--- src/rtl/player_input_ctrl.sv ---
// Turns two bouncy, asynchronous buttons into one move request per press. Requests are issued on a periodic update_player strobe.
// Latency: from a raw key edge to a pending request, 2+DEBOUNCE edges; outputs change on the next tick wrap. There is no backpressure.
// At most one of left/right is raised, and only while update_player is high.
module player_input_ctrl #(
    parameter int TICK_DIV = 8,
    parameter int DEBOUNCE = 4
) (
    input  logic clk,
    input  logic reset,
    input  logic game_Over,
    input  logic key_left,
    input  logic key_right,
    output logic update_player,
    output logic left,
    output logic right
);

    localparam int DB_W   = (DEBOUNCE > 1) ? $clog2(DEBOUNCE) : 1;
    localparam int TICK_W = (TICK_DIV > 1) ? $clog2(TICK_DIV) : 1;
    localparam logic [DB_W-1:0]   DB_LAST   = DB_W'(DEBOUNCE - 1);
    localparam logic [TICK_W-1:0] TICK_LAST = TICK_W'(TICK_DIV - 1);

    // Bit 0 is the left key and bit 1 is the right key.
    logic [1:0]        sync1_q, sync1_d;
    logic [1:0]        sync2_q, sync2_d;
    logic [1:0]        level_q, level_d;
    logic [DB_W-1:0]   cnt_q [2];
    logic [DB_W-1:0]   cnt_d [2];
    logic [1:0]        rise;

    logic [TICK_W-1:0] tick_q, tick_d;
    logic              wrap;

    logic              pend_left_q, pend_left_d;
    logic              pend_right_q, pend_right_d;
    logic              update_player_q, update_player_d;
    logic              left_q, left_d;
    logic              right_q, right_d;

    // Synchronizers and debouncers. A level is accepted only after it has stayed stable for DEBOUNCE samples.
    always_comb begin
        sync1_d = {key_right, key_left};
        sync2_d = sync1_q;
        level_d = level_q;
        for (int k = 0; k < 2; k++) begin
            cnt_d[k] = '0;
            if (sync2_q[k] != level_q[k]) begin
                if (cnt_q[k] == DB_LAST) begin
                    level_d[k] = sync2_q[k];
                end else begin
                    cnt_d[k] = cnt_q[k] + 1'b1;
                end
            end
        end
        rise = level_d & ~level_q;
    end

    always_comb begin
        wrap   = (tick_q == TICK_LAST);
        tick_d = wrap ? '0 : tick_q + 1'b1;
    end

    // A new edge on the wrap cycle takes priority over the clear, so that edge is served by the next tick.
    always_comb begin
        pend_left_d  = wrap ? 1'b0 : pend_left_q;
        pend_right_d = wrap ? 1'b0 : pend_right_q;
        if (game_Over) begin
            pend_left_d  = 1'b0;
            pend_right_d = 1'b0;
        end else if (rise[0] && rise[1]) begin
            pend_left_d  = 1'b0;
            pend_right_d = 1'b0;
        end else if (rise[0]) begin
            pend_left_d  = 1'b1;
            pend_right_d = 1'b0;
        end else if (rise[1]) begin
            pend_left_d  = 1'b0;
            pend_right_d = 1'b1;
        end
    end

    always_comb begin
        update_player_d = wrap;
        left_d          = wrap & pend_left_q  & ~game_Over;
        right_d         = wrap & pend_right_q & ~game_Over;
    end

    always_ff @(posedge clk) begin
        if (reset) begin
            sync1_q         <= '0;
            sync2_q         <= '0;
            level_q         <= '0;
            for (int k = 0; k < 2; k++) begin
                cnt_q[k] <= '0;
            end
            tick_q          <= '0;
            pend_left_q     <= 1'b0;
            pend_right_q    <= 1'b0;
            update_player_q <= 1'b0;
            left_q          <= 1'b0;
            right_q         <= 1'b0;
        end else begin
            sync1_q         <= sync1_d;
            sync2_q         <= sync2_d;
            level_q         <= level_d;
            for (int k = 0; k < 2; k++) begin
                cnt_q[k] <= cnt_d[k];
            end
            tick_q          <= tick_d;
            pend_left_q     <= pend_left_d;
            pend_right_q    <= pend_right_d;
            update_player_q <= update_player_d;
            left_q          <= left_d;
            right_q         <= right_d;
        end
    end

    assign update_player = update_player_q;
    assign left          = left_q;
    assign right         = right_q;

endmodule

--- config.mk ---
export PLATFORM = sky130hd
export DESIGN_NAME = player_input_ctrl
export DESIGN_NICKNAME = d
export VERILOG_FILES = /design/src/rtl/player_input_ctrl.sv
export SDC_FILE = /design/constraint.sdc
export NUM_CORES = 1
export LEC_CHECK = 0
export BUFFER_PORTS_ARGS = -buffer_cell sky130_fd_sc_hd__buf_2
export CAP_MARGIN = 20
export CORE_AREA = 5 5 42 44
export CTS_CLUSTER_SIZE = 30
export DETAILED_ROUTE_END_ITERATION = 10
export DIE_AREA = 0 0 47 49
export PLACE_DENSITY_LB_ADDON = 0.25
export SYNTH_ARGS = -nofsm -noshare
export SYNTH_HDL_FRONTEND = slang
export SYNTH_SLANG_ARGS = --single-unit
--- constraint.sdc ---
create_clock -name clk -period 1.4 [get_ports clk]
set_input_delay 0.14 -clock clk [delete_from_list [all_inputs] [get_ports clk]]
set_output_delay 0.14 -clock clk [all_outputs]
set_load 0.02 [all_outputs]
# Word level (Yosys, flattened, before mapping)
# Memory sizes are Yosys's and may differ from the RTL's.
# Index checks and enable logic that the tools add are counted.
word_totals:
  out_inout_bits: 3
  mem_count: 1
  ramBits: 4
  reg_bits: 14
op_classes:
  n_addsub: 3
  bitwise_logic: 9
  muxes: 17
  n_reduce_logical: 6
  n_eq_ne: 5
memory_table:
  columns: ["name", "words", "word_bits", "rd", "rd_ports_with_merged_regs", "write_ports", "line", "text"]
  rows:
  - ["cnt_q", 2, 2, 2, 0, 2, "27", "logic [DB_W-1:0] cnt_q [2];"]
ops:
  columns: ["cell", "count"]
  rows:
  - ["2-bit two-way mux", 6]
  - ["1-bit two-way mux", 11]
  - ["2-bit by 1-bit adder with 2-bit output, second input constant", 2]
  - ["1-bit bitwise AND", 4]
  - ["2-bit == test, second input constant", 2]
  - ["4-bit OR reduction", 1]
  - ["3-bit by 1-bit adder with 3-bit output, second input constant", 1]
  - ["3-bit == test, second input constant", 1]
  - ["3-bit nonzero test", 1]
  - ["3-bit OR reduction", 1]
  - ["2-bit bitwise AND", 1]
  - ["1-bit inequality test", 2]
  - ["2-bit inverter", 1]
  - ["1-bit bitwise OR", 2]
  - ["2-bit nonzero test", 1]
  - ["2-bit OR reduction", 1]
  - ["1-bit logical AND", 1]
  - ["1-bit inverter", 1]

# Longest topological paths before layout
logic_depth:
  depth_word: 6
  depth_mapped: 4
  ltp_nobuf: 4

# Worst setup path after synthesis
# No wires, ideal clock.
synth_timing:
  kind: "reg2reg"
  start: "reg tick_q[0]"
  end: "reg pend_left_q"
  setup_slack_ns: 0.123
  t_required_ns: 1.297
  arrival_ns: 1.174
  stages_incl_launch_ff: 5
  cell_sequence: "dfxtp_1 -> ha_1 -> ha_1 -> nand2b_1 -> a2111oi_2"
synth_between:
  elab_chain_len: 2
synth_rtl:
  columns: ["element", "line", "text"]
  rows:
  - ["start, declared", "31", "logic [TICK_W-1:0] tick_q, tick_d;"]
  - ["start signal, assigned", "109", "tick_q <= tick_d;"]
  - ["3-bit == test", "59", "wrap = (tick_q == TICK_LAST);"]
  - ["via update_player_d", "36", "logic update_player_q, update_player_d;"]
  - ["3-bit nonzero test (no source line)", null, null]
  - ["end signal, assigned", "110", "pend_left_q <= pend_left_d;"]
  - ["end, declared", "34", "logic pend_left_q, pend_left_d;"]
# The timed path passes the listed nets, and every way through them passes these cells.
# A chain may end at the register's enable or synchronous reset.

# Worst setup path in the final report
# Ends and elaborated chain as after synthesis.

==> metrics.sh <==
RUN_STATUS='finished clean'
GLOBAL_ROUTE.USAGE.MET3_PCT=3.32
LARGEST_AREA_CONTRIBUTOR_IN_THE_NETLIST='sky130_fd_sc_hd__dfxtp_1'
CLK_ROOT_BUFFER_CELL='sky130_fd_sc_hd__clkbuf_4'
DIEWIDTH_UM=47
CRIT_PATH_MAX_FANOUT=4
P_INT_uW=703
CRIT_PATH_START='tick_q[0]'
GRT_MAX_DEGREE=17
FIRST_PASS_GRT_WIRE_LENGTH_MM=1.47
FLOORPLAN.DIE.HEIGHT_UM=49
GLOBALROUTEOVERFLOWTOTAL=0
SYN_AVG_CELL_AREA_UM2=12.6
CTS.HTREE.LEVELS=1
GRT_PASS1_VIAS=364
FINALSETUPTNS_PS=0
CLOCK-SKEW-FINAL_PS=1.17
IO-PIN-COUNT=8
PLACE_AREA_UM2=687
GLOBAL_ROUTE.USAGE.TOTAL_PCT=9.14
CTS_INSERTED_BUFFERS=3
HOLD_VIOLATION_COUNT_IN_THE_FINAL_REPORT=0
SYNTH_CELL_TYPE_COUNT=16
MAX_CAP_VIOL_COUNT=0
REG2REG_FROM='tick_q[0]'
KIND_OF_START_POINT_OF_THE_CRITICAL_PATH='flip-flop'
YS_ASYNC_SR_FRACTION_PCT=0
TIMING.FINAL.CRIT_SHARE_PCT=90.0
SYNTH.NET_COUNT=59
CRITPATHCAPTURETYPE='flip-flop'
TIMING.MAX_SLEW.REL_SLACK_PCT=79.6
CTS_TREE='yes'
FIRST_PASS_ITERS=2
SYNTH_SEQ_AREA_SHARE_PCT=57.3
LEAK_PWR_nW=0.315
IRDROPWORSTVDD_uV=707
SYNTH_TOP_CELL_AREA_SHARE_PCT=57.3
DRV_SLEW=0
WORST_CASE_REGISTER_TO_REGISTER_SETUP_SLACK_PS=140
CLK_PIN_SLEW_PS=100
POWER.SWITCHING_uW=181
VIA_PER_INST=4.78
DETAIL_ROUTE.WIRELENGTH_UM=819
TIMING.CRITICAL_PATH.ARRIVAL_PS=1460
P_CLK_SHARE_PCT=35.9
R2R-END='pend_left_q'
ANTENNA_CELLS_INSERTED=0
HOLD_PATH_CLASS='input port to flip-flop'
FIRST_DRT_ITERATION_DRCS=1
ANTENNA_FOUND_INITIAL=0
TIMING_WORST_SETUP_PATH_TYPE='flip-flop to flip-flop'
PLACEABLECOREAREA_MM2=0.00140
PORT-BUFFER-COUNT=7
WORSTMARGINPINSLEW_PS=306
DIE_AREA_MM2=0.00230
HPWLAFTERDP_UM=580
FINAL_CORE_UTILIZATION_PCT=51.6
TOTAL_NUMBER_OF_VIAS=368
NUM_ROWS=14
SYNTH_TOP_CELLS_BY_AREA='sky130_fd_sc_hd__dfxtp_1 (57%), sky130_fd_sc_hd__ha_1 (8.0%), sky130_fd_sc_hd__nor2b_1 (6.0%)'
BUSIEST_LAYER='met2'
TIMING.CRITICAL_PATH.REQUIRED_PS=1600
P_COMB_SHARE_PCT=3.8
NUMBER_OF_NETS_STILL_FAILING_ANTENNA_CHECKS_AFTER_ROUTING=0
ROUTABILITYCONGESTION=0.599
CLOCK_INSERTION_DELAY_WORST_SKEW_PS=290
WORST_HOLD_PATH.NUM_CELLS=2
SEQ_PWR_SHARE_PCT=60.3
ENDPOINT='pend_left_q'
POSTLAYOUTCELLAREA_UM2=723
POSTSYNTHCELLCOUNT=50
POSTCTSHOLDBUFS=0
SYN_AREA_UM2=629
YOSYS_WARNINGS=0
SYN_TO_FINAL_GROWTH_PCT=14.9
EDFF_COUNT_SYNTH=0
MOST_INSTANTIATED_FLIP_FLOP_CELL_IN_THE_SYNTHESIS_NETLIST='sky130_fd_sc_hd__dfxtp_1'
MET1_TRACK_DEMAND_OVER_RESOURCE_PCT=10.7
CTS.PATH.MAX_BUFFERS=2
WORST_R2R_PATH_DEPTH=4
TIMING.FMAX_MHz=794
WIRE_PER_INST_UM=10.6
POWER_DENSITY_mW_PER_MM2=1220
INITIAL_UTILIZATION_PCT=44.9
SWITCHING_SHARE_PCT=20.4
YOSYSMOSTFREQUENTCELL='sky130_fd_sc_hd__dfxtp_1'
PERIOD_MINUS_SLACK_PS=1260
GRTUSAGEMET2_PCT=12.2
FINAL_NETS=71
FINAL-SETUP-VIOL-COUNT=0
POSTSYNTHREGISTERBITS=18
GRT_SETUP_UNREPAIRED='no'
NUMCLOCKSINKS=18
DRIVE_GT1_SHARE_PCT=24.6
DETAIL_ROUTE.DRC_VIOLATIONS=0
YOSYS-TOP-CELLS-COUNT='sky130_fd_sc_hd__dfxtp_1 (18), sky130_fd_sc_hd__nor2b_1 (6), sky130_fd_sc_hd__ha_1 (4)'
[power by group through the flow]
| stage | Clock, mW | Sequential [mW] | Combinational, mW |
|---|---|---|---|
| after floorplan | 0 | 0.543 | 0.0226 |
| after global placement | 0 | 0.544 | 0.0342 |
| after detailed placement | 0 | 0.544 | 0.0350 |
| after CTS | 0.328 | 0.532 | 0.0351 |
| after global routing | 0.345 | 0.535 | 0.0402 |
| final | 0.317 | 0.532 | 0.0339 |
[worst max-delay path: stages, from the launching register on]
cell and delay, ps:
sky130_fd_sc_hd__dfxtp_1 330, sky130_fd_sc_hd__ha_1 190, sky130_fd_sc_hd__ha_1 210, sky130_fd_sc_hd__nand2b_1 160
sky130_fd_sc_hd__a2111oi_2 280
[routing by layer]
metal  routed length, um  vias up  share of wire, %
li1                    -      196                 -
met1                 380      158                46
met2                 350       10                43
met3                  56        4               6.8
met4                  31        0               3.8
met5                   0        -                 0
[cell usage in the layout, fill, tap and decap left out, types with 2 or more instances in the layout]
cell / instances
sky130_fd_sc_hd__mux2i_1: 2
sky130_fd_sc_hd__buf_2: 7
sky130_fd_sc_hd__nor2b_1: 6
sky130_fd_sc_hd__nor4b_2: 2
sky130_fd_sc_hd__and3b_1: 3
sky130_fd_sc_hd__ha_1: 4
sky130_fd_sc_hd__dfxtp_1: 18
sky130_fd_sc_hd__clkbuf_4: 3
sky130_fd_sc_hd__nor3b_1: 2
sky130_fd_sc_hd__nor2_1: 3
sky130_fd_sc_hd__xnor2_1: 2
sky130_fd_sc_hd__nor4_1: 2
[what timing repair did]
action                                  4_1_cts  5_1_grt
resized for setup                             0        0
endpoints found under the hold margin         0        0
buffers inserted                              0        0
endpoints found under the setup margin        0        1
[layout make-up]
class                           count  area, um2
Fill cell                         141        678
Sequential cell                    18        360
Multi-Input combinational cell     31        264
Timing Repair Buffer                8       42.5
Clock buffer                        4       36.3
Tap cell                           16       20.0
[flip-flops by register name (all words and copies together) (netlist names)]
| register | cells |
|---|---|
| level_q | 2 |
| cnt_q | 4 |
| tick_q | 3 |
| sync2_q | 2 |
| pend_right_q | 1 |
| left | 1 |
| pend_left_q | 1 |
| sync1_q | 2 |
| right | 1 |
| update_player | 1 |
[cells by family (layout without fill, tap and decap cells)]
| group | after synthesis | count (layout) | share of synthesized area (%) |
|---|---|---|---|
| compound gates | 2 | 2 | 3.98 |
| xor+xnor | 2 | 2 | 2.78 |
| fa+ha+maj | 4 | 4 | 7.95 |
| buf+inv | 1 | 12 | 0.794 |
| flops | 18 | 18 | 57.3 |
| mux | 2 | 2 | 3.18 |
| simple gates | 21 | 21 | 24.1 |
[worst min-delay path by stage]
stage                         start           to  slack, ps
after CTS                 game_Over  pend_left_q         30
after global routing      game_Over  pend_left_q         30
after global placement    game_Over  pend_left_q        350
after detailed placement  game_Over  pend_left_q        350
final                     game_Over  pend_left_q         40
after floorplan           game_Over  pend_left_q        210
[through the flow]
stage	setup slack, ps	power, mW	instances	hold WS, ps
3_3_place_gp	126	0.578	73	349
4_1_cts	79.4	0.895	77	32.5
6_report	140	0.883	77	36.9
3_5_place_dp	105	0.579	73	355
5_1_grt	37.4	0.919	77	34.6
2_1_floorplan	123	0.566	50	209
(Power assumes the default switching activity.)
